===== src/rtl/ray_core_dispatcher.sv =====
// Purpose: raster-order pixel scheduler that shares one frame among NUM_CORES ray cores, round-robin, then flips the buffer.
// Latency: frame_start 1 cycle after the vsync start condition; first strobe 1 cycle after frame_start; frame_done 1 cycle after the last core_done.
// Backpressure: a core is eligible only while it has no pixel outstanding; with no eligible core the pixel counter holds and nothing is strobed.
//
// Ports:
//   clk, resetn            clock, asynchronous active-low reset
//   enable                 allows new frames to start (sampled in IDLE / WAIT_VSYNC only)
//   vsync                  active-low vertical blank; low lets a frame start
//   core_done[i]           one-cycle pulse: core i finished its pixel
//   core_strobe[i]         one-cycle pulse: core i takes the pixel on slice i of core_x/core_y
//   core_x, core_y         per-core coordinates, slice i = [i*COORD_W +: COORD_W], held until the next strobe to core i
//   frame_start/frame_done one-cycle frame boundary pulses
//   frame_flip             buffer-select level, toggles once per completed frame
//   busy                   high while dispatching or draining
module ray_core_dispatcher #(
    parameter int NUM_CORES = 4,
    parameter int FB_WIDTH  = 320,
    parameter int FB_HEIGHT = 240,
    parameter int COORD_W   = 11
) (
    input  logic                         clk,
    input  logic                         resetn,
    input  logic                         enable,
    input  logic                         vsync,
    input  logic [NUM_CORES-1:0]         core_done,
    output logic [NUM_CORES-1:0]         core_strobe,
    output logic [NUM_CORES*COORD_W-1:0] core_x,
    output logic [NUM_CORES*COORD_W-1:0] core_y,
    output logic                         frame_start,
    output logic                         frame_done,
    output logic                         frame_flip,
    output logic                         busy
);
    localparam int PW = (NUM_CORES > 1) ? $clog2(NUM_CORES) : 1;
    localparam logic [PW-1:0]      LAST_CORE = PW'(NUM_CORES - 1);
    localparam logic [PW:0]        NCORES    = (PW + 1)'(NUM_CORES);
    localparam logic [COORD_W-1:0] LAST_X    = COORD_W'(FB_WIDTH - 1);
    localparam logic [COORD_W-1:0] LAST_Y    = COORD_W'(FB_HEIGHT - 1);

    typedef enum logic [1:0] {IDLE, WAIT_VSYNC, DISPATCH, DRAIN} state_t;

    state_t               state;
    logic [NUM_CORES-1:0] outstanding;
    logic [NUM_CORES-1:0] grant_mask;
    logic [NUM_CORES-1:0] out_next;
    logic [PW-1:0]        ptr;
    logic [PW-1:0]        grant_idx;
    logic [PW-1:0]        cand_idx;
    logic [PW:0]          cand_sum;
    logic                 grant_vld;
    logic [COORD_W-1:0]   cnt_x;
    logic [COORD_W-1:0]   cnt_y;

    // Round-robin search from ptr. Walking the offsets from the far end
    // down lets the nearest eligible core overwrite any farther one.
    // Eligibility uses the registered flags only, so a core whose done
    // arrives this cycle is not re-granted until the next one.
    always_comb begin
        grant_vld = 1'b0;
        grant_idx = '0;
        cand_sum  = '0;
        cand_idx  = '0;
        for (int k = NUM_CORES - 1; k >= 0; k--) begin
            cand_sum = {1'b0, ptr} + (PW + 1)'(k);
            cand_idx = (cand_sum >= NCORES) ? PW'(cand_sum - NCORES) : cand_sum[PW-1:0];
            if (!outstanding[cand_idx]) begin
                grant_vld = 1'b1;
                grant_idx = cand_idx;
            end
        end
    end

    assign grant_mask = (state == DISPATCH && grant_vld) ? (NUM_CORES'(1) << grant_idx) : '0;
    // A done on a core that is not outstanding simply clears an already clear bit.
    assign out_next   = (outstanding & ~core_done) | grant_mask;

    always_ff @(posedge clk or negedge resetn) begin
        if (!resetn) begin
            state       <= IDLE;
            outstanding <= '0;
            ptr         <= '0;
            cnt_x       <= '0;
            cnt_y       <= '0;
            core_strobe <= '0;
            core_x      <= '0;
            core_y      <= '0;
            frame_start <= 1'b0;
            frame_done  <= 1'b0;
            frame_flip  <= 1'b0;
            busy        <= 1'b0;
        end else begin
            core_strobe <= '0;
            frame_start <= 1'b0;
            frame_done  <= 1'b0;
            outstanding <= out_next;
            case (state)
                IDLE: begin
                    if (enable) state <= WAIT_VSYNC;
                end
                WAIT_VSYNC: begin
                    if (!enable) begin
                        state <= IDLE;
                    end else if (!vsync && outstanding == '0) begin
                        state       <= DISPATCH;
                        frame_start <= 1'b1;
                        busy        <= 1'b1;
                        cnt_x       <= '0;
                        cnt_y       <= '0;
                        ptr         <= '0;
                    end
                end
                DISPATCH: begin
                    if (grant_vld) begin
                        core_strobe                           <= grant_mask;
                        core_x[grant_idx*COORD_W +: COORD_W] <= cnt_x;
                        core_y[grant_idx*COORD_W +: COORD_W] <= cnt_y;
                        ptr <= (grant_idx == LAST_CORE) ? '0 : grant_idx + 1'b1;
                        if (cnt_x == LAST_X) begin
                            cnt_x <= '0;
                            if (cnt_y == LAST_Y) begin
                                cnt_y <= '0;
                                state <= DRAIN;
                            end else begin
                                cnt_y <= cnt_y + 1'b1;
                            end
                        end else begin
                            cnt_x <= cnt_x + 1'b1;
                        end
                    end
                end
                DRAIN: begin
                    // Looking at out_next lets frame_done land one cycle after the last done.
                    if (out_next == '0) begin
                        frame_done <= 1'b1;
                        frame_flip <= ~frame_flip;
                        busy       <= 1'b0;
                        state      <= WAIT_VSYNC;
                    end
                end
                default: state <= IDLE;
            endcase
        end
    end
endmodule


===== config.mk =====
export PLATFORM = sky130hd
export DESIGN_NAME = ray_core_dispatcher
export DESIGN_NICKNAME = d
export VERILOG_FILES = /design/src/rtl/ray_core_dispatcher.sv
export SDC_FILE = /design/constraint.sdc
export NUM_CORES = 1
export LEC_CHECK = 0
export ABC_AREA = 1
export BUFFER_PORTS_ARGS = -buffer_cell sky130_fd_sc_hd__clkbuf_2
export CAP_MARGIN = 20
export CORE_ASPECT_RATIO = 1.25
export CORE_UTILIZATION = 50
export CTS_BUF_LIST = sky130_fd_sc_hd__clkbuf_16
export DETAILED_ROUTE_END_ITERATION = 12
export PLACE_DENSITY = 0.68
export SETUP_SLACK_MARGIN = 0.02
export SLEW_MARGIN = 20
export SYNTH_ARGS = -nofsm -noshare
export SYNTH_HDL_FRONTEND = slang
export SYNTH_SLANG_ARGS = --single-unit

===== constraint.sdc =====
create_clock -name clk -period 7 [get_ports clk]
set_clock_uncertainty 0.2 [all_clocks]
set_input_delay 1.4 -clock clk [delete_from_list [all_inputs] [get_ports clk]]
set_output_delay 1.4 -clock clk [all_outputs]
set_load 0.02 [all_outputs]

### Yosys cells after proc, flatten, opt, wreduce, memory -nomap -nowiden

Index checks and enable logic that the tools add are counted.

| operators by class | value |
|---|---|
| multipliers | 1 |
| reductions and logical operators | 14 |
| $lt $le $gt $ge | 8 |
| bitwise operators | 4 |
| muxes and demuxes | 56 |
| shift-type cells | 4 |
| equality and inequality tests | 14 |
| add/sub/neg operators | 11 |

Operator list:

| kind | count |
|---|---|
| $bwmux 44 | 2 |
| $shiftx 11x34->44 | 2 |
| $mux 11 | 7 |
| $pmux 11 s2 | 2 |
| $shift 11x34->44 const A | 1 |
| $mux 2 | 19 |
| $neg 6->34 | 1 |
| $add 11x1->11 const B | 2 |
| $mux 1 | 16 |
| $lt 2x3->1 const B | 4 |
| $mux 4 | 3 |
| $eq 11x8->1 const B | 1 |
| $eq 11x9->1 const B | 1 |
| $ne 2x2->1 const B | 5 |
| $ge 3x3->1 const B | 3 |
| $bmux 1 s2 | 4 |
| $logic_not 4->1 | 2 |
| $pmux 2 s4 | 1 |
| $reduce_and 4->1 | 2 |
| $sub 2x1->2 const B | 4 |
| $add 2x2->3 const B | 2 |
| $eq 2x2->1 const B | 3 |
| $mul 2x4->6 const B | 1 |
| $reduce_and 6->1 | 1 |
| other kinds (19) | 23 |

| word-level totals | value |
|---|---|
| output and inout bits | 96 |
| word-level logic and storage cells | 124 |
| flip-flop bits (word level) | 126 |
| bits of input ports | 8 |

### Logic depth before layout (Yosys ltp)

| logic depth | value |
|---|---|
| depth in word-level cells | 15 |
| gate-level depth with buffers | 21 |
| depth with buffers taken out | 19 |

### Least setup slack after synthesis

No wires, ideal clock.

| timing | value |
|---|---|
| path type | in2reg |
| from | in vsync |
| to | reg cnt_y[3] |
| slack | 4,189 ps |
| path buffers | 1 |
| setup time | 125 ps |
| stages on the path | 11 |
| data required time | 6,675 ps |
| data arrival time | 2,487 ps |
| path through | nor2_1 > nand3_1 > nor2_1 > nor2_1 > nor2_1 > nand2_4 > nor2_4 > buf_6 > nand2_1 > o21ai_0 > a21oi_1 |

| between the ends | value |
|---|---|
| word-level cells in the longest chain between the ends | 4 |

RTL lines:

| what | RTL line | source |
|---|---|---|
| from (decl) | 24 | `input logic vsync,` |
| $logic_not 1->1 | 103 | `end else if (!vsync && outstanding == '0) begin` |
| $logic_and 1x1->1 | 103 |  |
| $ne 2x2->1 (no source line) | n/a |  |
| $reduce_and 5->1 (no source line) | n/a |  |
| to (signal assigned) | 124 | `cnt_y <= cnt_y + 1'b1;` |
| to (decl) | 52 | `logic [COORD_W-1:0] cnt_y;` |

No other way between the ends.
A chain may end at the register's enable or synchronous reset.

### Final worst setup path

| timing | value |
|---|---|
| from | reg ptr[0] |
| to | reg core_x[43] |

| between the ends | value |
|---|---|
| word-level cells in the longest chain between the ends | 13 |
| elaborated cells between the ends (all ways) | 37 |
| those cells by class | 8 x add/sub; 1 x mul; 4 x order compare; 2 x shift; 21 x mux; 1 x reduce/logical |

RTL lines:

| what | RTL line | source |
|---|---|---|
| from (decl) | 46 | `logic [PW-1:0] ptr;` |
| from (signal assigned) | 117 | `ptr <= (grant_idx == LAST_CORE) ? '0 : grant_idx + 1'b1;` |
| $add 2x2->3 | 64 | `cand_sum = {1'b0, ptr} + (PW + 1)'(k);` |
| $ge 3x3->1 / $sub 2x1->2 (equally long branches) | 65 | `cand_idx = (cand_sum >= NCORES) ? PW'(cand_sum - NCORES) : cand_sum[PW-1:0];` |
| $mux 2 | 65 |  |
| $bmux 1 s2 | 66 | `if (!outstanding[cand_idx]) begin` |
| $mux 1 (not written as such) | 66 |  |
| $mux 2 (4 in a row) | 66 |  |
| $mul 2x4->6 | 115 | `core_x[grant_idx*COORD_W +: COORD_W] <= cnt_x;` |
| $neg 6->34 | 115 |  |
| $shiftx 11x34->44 / $shift 11x34->44 (equally long branches) | 115 |  |
| $bwmux 44 | 115 |  |
| to (signal, indexed assignment) | 115 |  |
| to (decl) | 27 | `output logic [NUM_CORES*COORD_W-1:0] core_x,` |

Several ways; a longest one is shown, not always the timed one. The select of a mux whose other input is x is not followed.

==> results_dict.tcl <==
set metrics [dict create \
    status "finished, final reports clean" \
    slew_headroom 0.378 \
    dpl.hpwl_um 9680 \
    power_mw 2.51 \
    critPathTopFamily "simple AND/OR/NAND/NOR gates" \
    met1_usage 0.314 \
    irDropWorstVdd_mv 0.217 \
    final_antenna_net_count 0 \
    p_leak_nw 3.56 \
    drt-vias-per-instance 5.09 \
    synthCells 638 \
    gp_congestion 0.895 \
    dominantRegCellSynth "dfrtp_1" \
    die_y_um 124 \
    yosysSeqAreaShare 0.528 \
    worstMarginPinSlew_ps 933 \
    drt_iter0_markers 297 \
    cts_resized 0 \
    cp-start-kind "flip-flop" \
    path_buf_inv 4 \
    synth_seq_cells 126 \
    period_minus_slack_ps 3380 \
    pwr-share-seq 0.330 \
    grt_max_degree 74 \
    cts_setup_buffers 0 \
    crit_arrival_ps 3500 \
    avgSynthCellArea_um2 9.36 \
    drt-total-wl_um 13500 \
    combPwrFrac 0.299 \
    grt_antenna_before_repair 0 \
    period_share 0.483 \
    powerDensity_nw_per_um2 353 \
    die_x_um 99.7 \
    start_util 0.514 \
    cts_buffers 17 \
    clk_latency_ps 410 \
    final_max_slew_viol_count 0 \
    netSwitchingPower_uw 921 \
    clk_pin_slew_ps 60 \
    synth_cell_types 40 \
    cts_sinks 126 \
    cp_slowest_stage_delay_ps 520 \
    power_switching_share 0.366 \
    wl_per_cell_um 14.9 \
    slowest_stage "dfrtp_1" \
    grt_pass1_vias 4521 \
    cts-root-buf "clkbuf_16" \
    rsz0062_at_grt "false" \
    p_int_mw 1.59 \
    cap_violations 0 \
    synth.yosys.warnings 0 \
    fin_setup_tns_ps 0 \
    final_cell_mix "nand2_1 (156), dfrtp_1 (126), clkbuf_2 (102)" \
    vias 4624 \
    dieArea_um2 12400 \
    synth_edf_count 0 \
    nNetsFinal 756 \
    finalSetupViolCount 0 \
    crit_fanout 26 \
    areaGrowthSynthToFinish_pct 19.4 \
    row_count 44 \
    grt-ovfl-total 0 \
    path_cells "inv_4, nand2_1, nand2_1, nand2_1, nand2_4, inv_2, a21oi_1, o21ai_1, nand2_2, inv_4, ha_1, nand3_4, inv_2, nand2_2, o21ai_0" \
    coreArea_um2 11600 \
    timing.fmax_mhz 296 \
    cts_hold_buf 0 \
    crit_type "flip-flop to flip-flop" \
    firstDrtPassIters 5 \
    met3_usage 0.0488 \
    fill_cells 1011 \
    hold_viol 0 \
    htreeDepth 4 \
    antennaDiodeCount 0 \
    cts_tree "yes" \
    final_common_cell "nand2_1" \
    grt_usage 0.236 \
    syn_area_um2 5970 \
    clock_path_buffers 2 \
    grt_use_met2 0.385 \
    drive_gt1_frac 0.290 \
    top_usage_layer "met2" \
    cp_data_required_time_ps 7120 \
    grt_pass1_wl_um 22600 \
    synthesis.nets 659 \
    hold_class "flip-flop to flip-flop" \
    drc 0 \
    synthArstFlopShare 1.00 \
    io_buffers 103 \
    p_clk_frac 0.372 \
    cp_common_cell "nand2_1" \
    ios 104 \
    critPathCaptureType "flip-flop" \
]
-- tightest hold or removal path, stage by stage, from the launching register on --
cell and delay [ps]:
dfrtp_1 340, nand2_1 60, o21ai_2 40
-- kinds of logic (layout without fill, tap and decap cells) --
family | count (synthesis) | after routing | share of synthesized area
compound gates | 132 | 132 | 0.145
simple gates | 253 | 253 | 0.204
flops | 126 | 126 | 0.528
fa+ha+maj | 13 | 13 | 0.0272
xor+xnor | 7 | 7 | 0.0103
buf+inv | 107 | 217 | 0.0855
-- cells in the mapped netlist, drive strengths merged (2+ instances only) --
| master | count | area [µm²] |
|---|---|---|
| a21oi | 15 | 75.1 |
| and3 | 2 | 12.5 |
| buf | 19 | 174 |
| clkbuf | 8 | 31.3 |
| dfrtp | 126 | 3150 |
| ha | 13 | 163 |
| inv | 79 | 302 |
| nand2 | 183 | 815 |
| nand3 | 24 | 175 |
| nand4 | 4 | 25.0 |
| nor2 | 23 | 96.4 |
| nor3 | 11 | 55.1 |
| o21ai | 87 | 586 |
| o22ai | 24 | 156 |
| o31ai | 4 | 30.0 |
| or2 | 4 | 27.5 |
| xor2 | 6 | 52.6 |
-- layout make-up --
| type | count | area, µm² | area share |
|---|---|---|---|
| clock buffers | 17 | 425 | 0.0597 |
| clock inverters | 15 | 203 | 0.0284 |
| inverters | 80 | 305 | 0.0428 |
| multi-input cells | 405 | 2310 | 0.324 |
| flip-flops and latches | 126 | 3150 | 0.442 |
| well taps | 161 | 201 | 0.0283 |
| repair buffers | 105 | 533 | 0.0748 |
-- metrics by stage --
step | cells | area (µm²) | hold WS, ps | setup WS [ps] | util
final | 909 | 7130 | 279 | 3620 | 0.614
after global routing | 909 | 7130 | 299 | 3280 | 0.614
after CTS | 909 | 7130 | 283 | 3600 | 0.614
after detailed placement | 877 | 6500 | 269 | 3610 | 0.560
after global placement | 877 | 6500 | 262 | 3700 | 0.560
after floorplan | 638 | 5970 | 290 | 4190 | -
-- state kept, by name (all words and copies together) (netlist names) --
signal,count
core_x,44
core_y,44
cnt_x,11
cnt_y,11
core_strobe,4
outstanding,4
ptr,2
state,2
busy,1
frame_done,1
frame_flip,1
frame_start,1
-- power by group through the flow --
stage / Sequential (mW) / Combinational (mW) / Clock [mW]
floorplan: 0.867 / 0.624 / 0
CTS: 0.830 / 0.753 / 0.947
finish: 0.829 / 0.751 / 0.935
global placement: 0.841 / 0.727 / 0
global route: 0.837 / 0.828 / 0.978
detailed placement: 0.842 / 0.747 / 0
-- final timing paths --
check	start	to	slack, ps	depth (start not counted)
max in group asynchronous	resetn	cnt_y[2]	4400	2
worst min register to register	core_y[16]	core_y[16]	280	2
min in group asynchronous	resetn	state[0]	940	1
worst max-delay path	ptr[0]	core_x[43]	3620	15
worst max register to register	ptr[0]	core_x[43]	3620	15
worst min-delay path	core_y[16]	core_y[16]	280	2
-- routing by layer --
| layer | share of wire | vias to the layer above | wire length, µm |
|---|---|---|---|
| li1 | - | 2265 | - |
| met1 | 0.46 | 2229 | 6200 |
| met2 | 0.50 | 120 | 6730 |
| met3 | 0.035 | 10 | 476 |
| met4 | 0.0087 | 0 | 117 |
| met5 | 0 | - | 0 |
Note: power is estimated with default switching activity, not from simulation.
